## config.mk

```make
export PLATFORM = sky130hd
export DESIGN_NAME = serial_frame_rx_flat
export DESIGN_NICKNAME = d
export VERILOG_FILES = /design/src/rtl/serial_frame_rx_if.sv /design/src/rtl/serial_frame_rx.sv /design/src/flat_wrapper.sv
export SDC_FILE = /design/constraint.sdc
export NUM_CORES = 1
export LEC_CHECK = 0
export ABC_CLOCK_PERIOD_IN_PS = 1600
export CORE_ASPECT_RATIO = 0.8
export CORE_MARGIN = 1
export CORE_UTILIZATION = 49
export DETAILED_ROUTE_END_ITERATION = 10
export GPL_ROUTABILITY_DRIVEN = 1
export PLACE_DENSITY_LB_ADDON = 0.25
export SLEW_MARGIN = 15
export SYNTH_ARGS = -nofsm -noshare
export SYNTH_HDL_FRONTEND = slang
export SYNTH_SLANG_ARGS = --single-unit
```

## constraint.sdc

```tcl
create_clock -name clk -period 1.6 [get_ports clk]
set_input_delay 0.48 -clock clk [delete_from_list [all_inputs] [get_ports clk]]
set_output_delay 0.48 -clock clk [all_outputs]
set_load 0.05 [all_outputs]
```

## src/rtl/serial_frame_rx_if.sv

```systemverilog
// Serial receive link bundle: bit input side plus parallel word/status outputs.
interface serial_frame_rx_if #(
  parameter int DATA_W = 8
);
  logic              din;
  logic              din_en;
  logic [DATA_W-1:0] data_out;
  logic              data_valid;
  logic              sync_found;
  logic              busy;
  logic              parity_err;

  modport master (
    output din, din_en,
    input  data_out, data_valid, sync_found, busy, parity_err
  );

  modport slave (
    input  din, din_en,
    output data_out, data_valid, sync_found, busy, parity_err
  );
endinterface

```

## src/rtl/serial_frame_rx.sv

```systemverilog
// Sync-word hunting serial deserializer producing WORDS MSB-first payload words per frame.
// Optional per-word even parity bit enabled by defining SERIAL_FRAME_RX_PARITY_EN.
module serial_frame_rx #(
  parameter int              SYNC_W   = 8,
  parameter logic [SYNC_W-1:0] SYNC_PAT = 8'hA5,
  parameter int              DATA_W   = 8,
  parameter int              WORDS    = 2
) (
  input logic          clk,
  input logic          rst,
  serial_frame_rx_if.slave bus
);

  localparam int FILL_W = $clog2(SYNC_W + 1);
  localparam int BC_W   = $clog2(DATA_W);
  localparam int WC_W   = (WORDS > 1) ? $clog2(WORDS) : 1;
`ifdef SERIAL_FRAME_RX_PARITY_EN
  localparam int WSR_W  = DATA_W;
`else
  localparam int WSR_W  = DATA_W - 1;
`endif

  typedef enum logic [1:0] {
    S_HUNT,
    S_DATA
`ifdef SERIAL_FRAME_RX_PARITY_EN
    , S_PAR
`endif
  } state_t;

  // Only the history bits are kept; the window is completed by the incoming bit.
  state_t              r_state,     w_state_nx;
  logic [SYNC_W-2:0]   r_hunt_sr,   w_hunt_nx;
  logic [FILL_W-1:0]   r_fill,      w_fill_nx;
  logic [WSR_W-1:0]    r_word_sr,   w_word_nx;
  logic [BC_W-1:0]     r_bit_cnt,   w_bit_nx;
  logic [WC_W-1:0]     r_word_cnt,  w_wcnt_nx;
  logic [DATA_W-1:0]   r_data_out,  w_dout_nx;
  logic                r_data_valid, w_dv_nx;
  logic                r_sync_found, w_sf_nx;
  logic                r_busy;
  logic [SYNC_W-1:0]   w_hunt_win;
  logic [DATA_W-1:0]   w_word_win;
  logic                w_word_done;
`ifdef SERIAL_FRAME_RX_PARITY_EN
  logic                r_parity_err, w_perr_nx;
`endif

  always_comb begin
    w_state_nx  = r_state;
    w_hunt_nx   = r_hunt_sr;
    w_fill_nx   = r_fill;
    w_word_nx   = r_word_sr;
    w_bit_nx    = r_bit_cnt;
    w_wcnt_nx   = r_word_cnt;
    w_dout_nx   = r_data_out;
    w_dv_nx     = 1'b0;
    w_sf_nx     = 1'b0;
    w_word_done = 1'b0;
`ifdef SERIAL_FRAME_RX_PARITY_EN
    w_perr_nx   = 1'b0;
`endif
    w_hunt_win  = {r_hunt_sr, bus.din};
    w_word_win  = {r_word_sr[DATA_W-2:0], bus.din};

    if (bus.din_en) begin
      case (r_state)
        S_HUNT: begin
          w_hunt_nx = w_hunt_win[SYNC_W-2:0];
          if (r_fill != FILL_W'(SYNC_W))
            w_fill_nx = r_fill + FILL_W'(1);
          // Fill qualification keeps reset/entry zeros from matching an all-zero pattern.
          if (w_fill_nx == FILL_W'(SYNC_W) && w_hunt_win == SYNC_PAT) begin
            w_sf_nx    = 1'b1;
            w_state_nx = S_DATA;
            w_bit_nx   = '0;
            w_wcnt_nx  = '0;
          end
        end
        S_DATA: begin
          w_word_nx = w_word_win[WSR_W-1:0];
          if (r_bit_cnt == BC_W'(DATA_W - 1)) begin
            w_bit_nx = '0;
`ifdef SERIAL_FRAME_RX_PARITY_EN
            w_state_nx = S_PAR;
`else
            w_dout_nx   = w_word_win;
            w_dv_nx     = 1'b1;
            w_word_done = 1'b1;
`endif
          end else begin
            w_bit_nx = r_bit_cnt + BC_W'(1);
          end
        end
`ifdef SERIAL_FRAME_RX_PARITY_EN
        S_PAR: begin
          w_dout_nx   = r_word_sr;
          w_dv_nx     = 1'b1;
          w_perr_nx   = ^{r_word_sr, bus.din};
          w_word_done = 1'b1;
          w_state_nx  = S_DATA;
        end
`endif
        default: w_state_nx = S_HUNT;
      endcase

      // Last word of the frame: restart hunting with a clean window on the next bit.
      if (w_word_done) begin
        if (r_word_cnt == WC_W'(WORDS - 1)) begin
          w_state_nx = S_HUNT;
          w_hunt_nx  = '0;
          w_fill_nx  = '0;
          w_wcnt_nx  = '0;
        end else begin
          w_wcnt_nx = r_word_cnt + WC_W'(1);
        end
      end
    end
  end

  always_ff @(posedge clk) begin
    if (rst) begin
      r_state      <= S_HUNT;
      r_hunt_sr    <= '0;
      r_fill       <= '0;
      r_word_sr    <= '0;
      r_bit_cnt    <= '0;
      r_word_cnt   <= '0;
      r_data_out   <= '0;
      r_data_valid <= 1'b0;
      r_sync_found <= 1'b0;
      r_busy       <= 1'b0;
`ifdef SERIAL_FRAME_RX_PARITY_EN
      r_parity_err <= 1'b0;
`endif
    end else begin
      r_state      <= w_state_nx;
      r_hunt_sr    <= w_hunt_nx;
      r_fill       <= w_fill_nx;
      r_word_sr    <= w_word_nx;
      r_bit_cnt    <= w_bit_nx;
      r_word_cnt   <= w_wcnt_nx;
      r_data_out   <= w_dout_nx;
      r_data_valid <= w_dv_nx;
      r_sync_found <= w_sf_nx;
      r_busy       <= (w_state_nx != S_HUNT);
`ifdef SERIAL_FRAME_RX_PARITY_EN
      r_parity_err <= w_perr_nx;
`endif
    end
  end

  assign bus.data_out   = r_data_out;
  assign bus.data_valid = r_data_valid;
  assign bus.sync_found = r_sync_found;
  assign bus.busy       = r_busy;
`ifdef SERIAL_FRAME_RX_PARITY_EN
  assign bus.parity_err = r_parity_err;
`else
  assign bus.parity_err = 1'b0;
`endif

endmodule

```

## src/flat_wrapper.sv

```systemverilog
// flat-port wrapper written by rule: the top's interface ports become plain ports
module serial_frame_rx_flat 
#(
  parameter int              SYNC_W   = 8,
  parameter logic [SYNC_W-1:0] SYNC_PAT = 8'hA5,
  parameter int              DATA_W   = 8,
  parameter int              WORDS    = 2
)
  (clk, rst, bus_din, bus_din_en, bus_data_out, bus_data_valid, bus_sync_found, bus_busy, bus_parity_err);
  serial_frame_rx_if #(.DATA_W(DATA_W)) bus_i ();
  input logic clk;
  input logic rst;
  input wire logic [$bits(bus_i.din)-1:0] bus_din;
  input wire logic [$bits(bus_i.din_en)-1:0] bus_din_en;
  output wire logic [$bits(bus_i.data_out)-1:0] bus_data_out;
  output wire logic [$bits(bus_i.data_valid)-1:0] bus_data_valid;
  output wire logic [$bits(bus_i.sync_found)-1:0] bus_sync_found;
  output wire logic [$bits(bus_i.busy)-1:0] bus_busy;
  output wire logic [$bits(bus_i.parity_err)-1:0] bus_parity_err;
  assign bus_i.din = bus_din;
  assign bus_i.din_en = bus_din_en;
  assign bus_data_out = bus_i.data_out;
  assign bus_data_valid = bus_i.data_valid;
  assign bus_sync_found = bus_i.sync_found;
  assign bus_busy = bus_i.busy;
  assign bus_parity_err = bus_i.parity_err;
  serial_frame_rx #(.SYNC_W(SYNC_W), .SYNC_PAT(SYNC_PAT), .DATA_W(DATA_W), .WORDS(WORDS)) u_core (.clk(clk), .rst(rst), .bus(bus_i));
endmodule
```

## Word level (Yosys, flattened, before mapping)

Cells that the tools add are included.

- Register bits after elaboration: 35
- Output and inout bits: 12
- Input port bits: 4

- Reductions and logical operators: 12
- Eq/ne operators: 6
- Mux-type cells: 25
- Add/subtract/negate cells: 3
- Bitwise logic cells: 2

Operators with widths:

| kind | count |
|---|---|
| 2-to-1 mux 4 bit | 6 |
| 2-to-1 mux 7 bit | 3 |
| AND reduction 3 bit | 3 |
| equality test 8 bit, second input constant | 1 |
| 2-to-1 mux 1 bit | 8 |
| 2-to-1 mux 2 bit | 4 |
| nonzero test 2 bit | 4 |
| 2-to-1 mux 3 bit | 2 |
| case mux 3 bit (2 select lines) | 1 |
| adder 4 x 1 -> 4 bit, second input constant | 1 |
| equality test 4 bit, second input constant | 1 |
| inequality test 4 bit, second input constant | 1 |
| case mux 2 bit (2 select lines) | 1 |
| adder 3 x 1 -> 3 bit, second input constant | 1 |
| equality test 3 bit, second input constant | 1 |
| OR reduction 3 bit | 1 |
| equality test 2 x 1 -> 1 bit, second input constant | 1 |
| logical NOT 2 bit | 1 |
| inequality test 2 x 1 -> 1 bit, second input constant | 1 |
| inverter 1 bit | 2 |
| AND reduction 2 bit | 1 |
| OR reduction 2 bit | 1 |
| adder 1 bit, second input constant | 1 |
| logical AND 1 bit | 1 |

## Depth between registers and ports, before layout

- Word-level depth: 12
- Gate-level depth with buffers: 7

## Least setup slack after synthesis

OpenSTA, ideal clock, no wires.

- Path kind: flip-flop to flip-flop
- Start: reg u_core.r_fill[0]
- End: reg u_core.r_busy, in the netlist u_core.bus.busy
- Arrival time: 1.592 ns
- Period minus slack after synthesis: 1.650 ns
- Buffers on the path: 0
- Path slack: -0.050 ns
- Cell stages (with the launch flop): 7
- Path through: dfxtp_1 inv_1 ha_1 nand4bb_1 nor4b_4 o211a_4 o211a_1

- Cells in the longest elaborated chain, start to end: 12
- Elaborated cells between the ends (all ways): 13

RTL lines:

| item | line | RTL |
|---|---|---|
| start: declaration | serial_frame_rx.sv:34 | `logic [FILL_W-1:0] r_fill, w_fill_nx;` |
| start signal: assignment | serial_frame_rx.sv:139 | `r_fill <= w_fill_nx;` |
| adder 4 x 1 -> 4 bit or inequality test 4 bit (tied branches) | serial_frame_rx.sv:71, serial_frame_rx.sv:70 |  |
| 2-to-1 mux 4 bit (*) | serial_frame_rx.sv:70 | `if (r_fill != FILL_W'(SYNC_W))` |
| 2-to-1 mux 4 bit (*) | serial_frame_rx.sv:67 | `case (r_state)` |
| 2-to-1 mux 4 bit (*) | serial_frame_rx.sv:66 | `if (bus.din_en) begin` |
| equality test 4 bit (*) | serial_frame_rx.sv:73 | `if (w_fill_nx == FILL_W'(SYNC_W) && w_hunt_win == SYNC_PAT) begin` |
| logical AND 1 bit (*) | serial_frame_rx.sv:73 |  |
| 2-to-1 mux 2 bit (*) | serial_frame_rx.sv:73 |  |
| case mux 2 bit (2 select lines) (*) | serial_frame_rx.sv:67 |  |
| 2-to-1 mux 2 bit | serial_frame_rx.sv:109 | `if (r_word_cnt == WC_W'(WORDS - 1)) begin` |
| 2-to-1 mux 2 bit (*) | serial_frame_rx.sv:108 | `if (w_word_done) begin` |
| 2-to-1 mux 2 bit (*) | serial_frame_rx.sv:66 |  |
| nonzero test 2 bit (*) | serial_frame_rx.sv:146 | `r_busy <= (w_state_nx != S_HUNT);` |
| end signal: assignment | serial_frame_rx.sv:146 |  |
| end: declaration | serial_frame_rx.sv:41 | `logic r_busy;` |

Every way passes the cells marked *; elsewhere a longest branch is shown, timed or not. The select of a mux whose other input is x is not followed.
A chain may end at the register's enable or synchronous reset.

## Worst setup path in the final report

- Start: reg u_core.r_fill[0]
- End: reg u_core.r_sync_found, in the netlist u_core.bus.sync_found

- Cells in the longest elaborated chain, start to end: 7
- Elaborated cells between the ends (all ways): 8

RTL lines:

| item | line | RTL |
|---|---|---|
| adder 4 x 1 -> 4 bit or inequality test 4 bit (tied branches) | serial_frame_rx.sv:71, serial_frame_rx.sv:70 |  |
| 2-to-1 mux 4 bit (*) | serial_frame_rx.sv:70 |  |
| 2-to-1 mux 4 bit (*) | serial_frame_rx.sv:67 |  |
| 2-to-1 mux 4 bit (*) | serial_frame_rx.sv:66 |  |
| equality test 4 bit (*) | serial_frame_rx.sv:73 |  |
| logical AND 1 bit (*) | serial_frame_rx.sv:73 |  |
| 2-to-1 mux 1 bit (*) | serial_frame_rx.sv:73 |  |
| end signal: assignment | serial_frame_rx.sv:145 | `r_sync_found <= w_sf_nx;` |
| end: declaration | serial_frame_rx.sv:40 | `logic r_sync_found, w_sf_nx;` |

Marked as above.

==> reports/qor.yml <==
outcome:
  status: "completed"
worst_setup_path:
  crit_path_end_kind: "flip-flop"
  worstRegToRegCells: 6
  reg2reg_to: "u_core.bus.sync_found"
  cp_max_fo: 7
  reg2reg_slack_ps: 5
  reg2reg_from: "u_core.r_fill[0]"
  crit_type: "flip-flop to flip-flop"
  cp.required_ps: 1840
  arrival_ps: 1830
  startpoint: "u_core.r_fill[0]"
  cp-start-kind: "flip-flop"
drt:
  route.detailed.drc: 0
  wl_mm: 3.869
  wl_per_cell_um: 15.23
  ant_nets: 0
  drtIter0Drc: 102
  drtPass1Iterations: 4
  via_per_inst: 5.606
  num_vias: 1424
power:
  vdd_ir_drop_max_v: 0.0006572
  leakagePower_nw: 0.8737
  combPwrFrac: 0.081
  sequentialPowerShare: 0.447
  p_int_mw: 1.581
  switching_power_mw: 0.4082
  netSwitchingFraction: 0.2052
  cellPowerDensity_nw_per_um2: 890.1
  clkPwrFrac: 0.472
hold_path:
  min_to: "u_core.r_hunt_sr[5]"
  min_path_cells: 2
  hold_path_class: "flip-flop to flip-flop"
  hold_start: "u_core.r_hunt_sr[4]"
synthesis:
  synthMuxAreaShare: 0.01856
  synth_commonest_cells: "dfxtp_1 (35), nand2_1 (31), a21oi_1 (23)"
  yosysMostFrequentCell: "dfxtp_1"
  synth_top_area_frac: 0.4331
  synth_enable_flop_cells: 0
  synth_cells: 181
  async_reset_ff_frac: 0
  yosys.area.top_type: "dfxtp_1"
  yosys_warnings: 0
  synth_compound_area_frac: 0.2127
  avgSynthCellArea_sq_um: 8.938
  yosysSeqAreaShare: 0.4331
  synth_xor_area_frac: 0.01083
  synthAdderAreaFrac: 0.03094
  synth_top_family_by_area: "simple AND/OR/NAND/NOR gates"
  synth.distinct_cells: 43
  synth_simple_gate_area_frac: 0.2243
  ys_seq_elements: 35
  synth_area_sq_um: 1618
  synth_area_leaders: "dfxtp_1 (43%), nand2_1 (7.2%), a21oi_1 (7.1%)"
  synth_ff_type: "dfxtp_1"
  synth_nets: 189
clocking:
  cts_tree: "built"
  cts-buffers-inserted: 5
  cts.sinks: 35
  clock_latency_ps: 290
  cts-root-buf: "clkbuf_8"
  cts_buffer_depth: 2
  clkTransAtPathRegs_ps: 70
  htreeDepth: 2
floorplanning:
  placementRows: 18
  die_x_um: 66.24
  io_pins: 16
  die_h_um: 53.40
  core_area_sq_um: 3108
  die_area_sq_um: 3537
  start_util: 0.5205
timing:
  rsz0062_at_grt: "true"
  skew_ps: 4.603
  setup_viol: 0
  drv_slew: 0
  max_freq_mhz: 627.0
  whs_ps: 466.5
  hold_viol_final: 0
  finalCriticalPeriod_ps: 1595
  post-route-period-util: 0.9968
finish:
  finalNetCount: 221
  postLayoutCellArea_sq_um: 2235
  syn_to_final_growth_pct: 38.13
  n_antenna_cell: 0
  final_util: 0.7190
  layout-drive-gt1-share: 0.2944
global_routing:
  grt_pass1_wl_mm: 6.023
  grt.overflow.total: 0
  grt_pass1_vias: 1323
  antenna_found_initial: 0
  grt_use_total: 0.2356
  grt_max_degree: 17
place:
  post-dp-hpwl_mm: 2.649
  gp_congestion: 0.7845
  placed_cell_area_sq_um: 2018
  portBuffers: 14
job:
  max_cap_violations: 0
[area by class of cell]
type / count / area, sq um
clock inverters: 2 / 60.06
repair buffers: 39 / 459.2
clock buffers: 6 / 72.57
multi-input cells: 124 / 859.6
inverters: 8 / 30.03
flip-flops and latches: 35 / 703.2
well taps: 40 / 50.05
fillers: 235 / 873.3
[layout by cell type (no fill, tap or decap), types with 2 or more instances in the layout]
master / instances
nor3b_1: 3
o21ai_1: 2
dfxtp_1: 33
ha_4: 2
nand2_1: 31
mux2i_1: 3
ha_1: 2
a21oi_2: 2
a31oi_1: 4
o21ai_0: 8
inv_1: 7
buf_12: 12
nor2_1: 7
dlygate4sd2_1: 2
nand3_1: 6
bufinv_16: 2
o41ai_2: 4
clkbuf_8: 5
dfxtp_2: 2
nand2b_1: 2
buf_6: 3
a21oi_1: 22
buf_4: 21
[stage by stage]
stage	setup slack, ps	power, mW	cells	TNS [ps]
3_5_place_dp	-457.6	1.036	243	-11250
2_1_floorplan	11.54	0.9862	181	0
6_report	5.145	1.989	254	0
5_1_grt	-78.83	2.049	254	-347.9
3_3_place_gp	-358.5	1.030	243	-10190
4_1_cts	-23.01	1.977	252	-57.42
[routing by layer]
metal / up-vias / wire [um] / global-route usage
li1: 690 / - / -
met1: 688 / 1706 / 0.2831
met2: 37 / 1934 / 0.3929
met3: 9 / 168 / 0.06466
met4: 0 / 59 / 0.1064
met5: - / 0 / 0
[critical path, cell delays in order (launching register included)]
cell and delay (ps):
dfxtp_2 330, buf_6 120, ha_4 150, buf_6 110, a2111oi_4 360, o211a_4 290, and3_4 190
[logic make-up after synthesis]
| kind of cell | after synthesis |
|---|---|
| AO/OA/AOI/OAI | 48 |
| XOR/XNOR | 2 |
| adder cells (fa/ha/maj) | 4 |
| buffers and inverters | 22 |
| flip-flops | 35 |
| multiplexers | 3 |
| other | 1 |
| AND/OR/NAND/NOR | 66 |
[sequential cells by signal, indices dropped and copies added (netlist names)]
| name | count |
|---|---|
| u_core.r_word_cnt | 1 |
| u_core.r_fill | 4 |
| u_core.bus.sync_found | 1 |
| u_core.bus.data_valid | 1 |
| u_core.bus.busy | 1 |
| u_core.r_word_sr | 7 |
| u_core.r_bit_cnt | 3 |
| u_core.r_state | 2 |
| u_core.r_hunt_sr | 7 |
| u_core.bus.data_out | 8 |
[how the worst max path moves through the flow]
stage                     slack (ps)  depth (start not counted)                     end
final                              5                          6   u_core.bus.sync_found
after global routing             -80                          6   u_core.bus.sync_found
after global placement          -360                          6  u_core.bus.data_out[2]
after floorplan                   10                          6         u_core.bus.busy
after CTS                        -20                          6   u_core.bus.sync_found
after detailed placement        -460                          6  u_core.bus.data_out[2]
[power by group through the flow]
stage	sequential, mW	combinational [mW]	clock (mW)
finish	0.889	0.162	0.938
global route	0.889	0.173	0.988
CTS	0.888	0.145	0.945
detailed placement	0.907	0.129	0
global placement	0.906	0.124	0
floorplan	0.912	0.0745	0
[repair_timing]
action                     4_1_cts  5_1_grt
buffers inserted                 1        2
setup endpoints to repair       33        7
resized for setup                7        7
pin swaps                        2        7
hold buffers                     0        0
(Power assumes the default switching activity.)
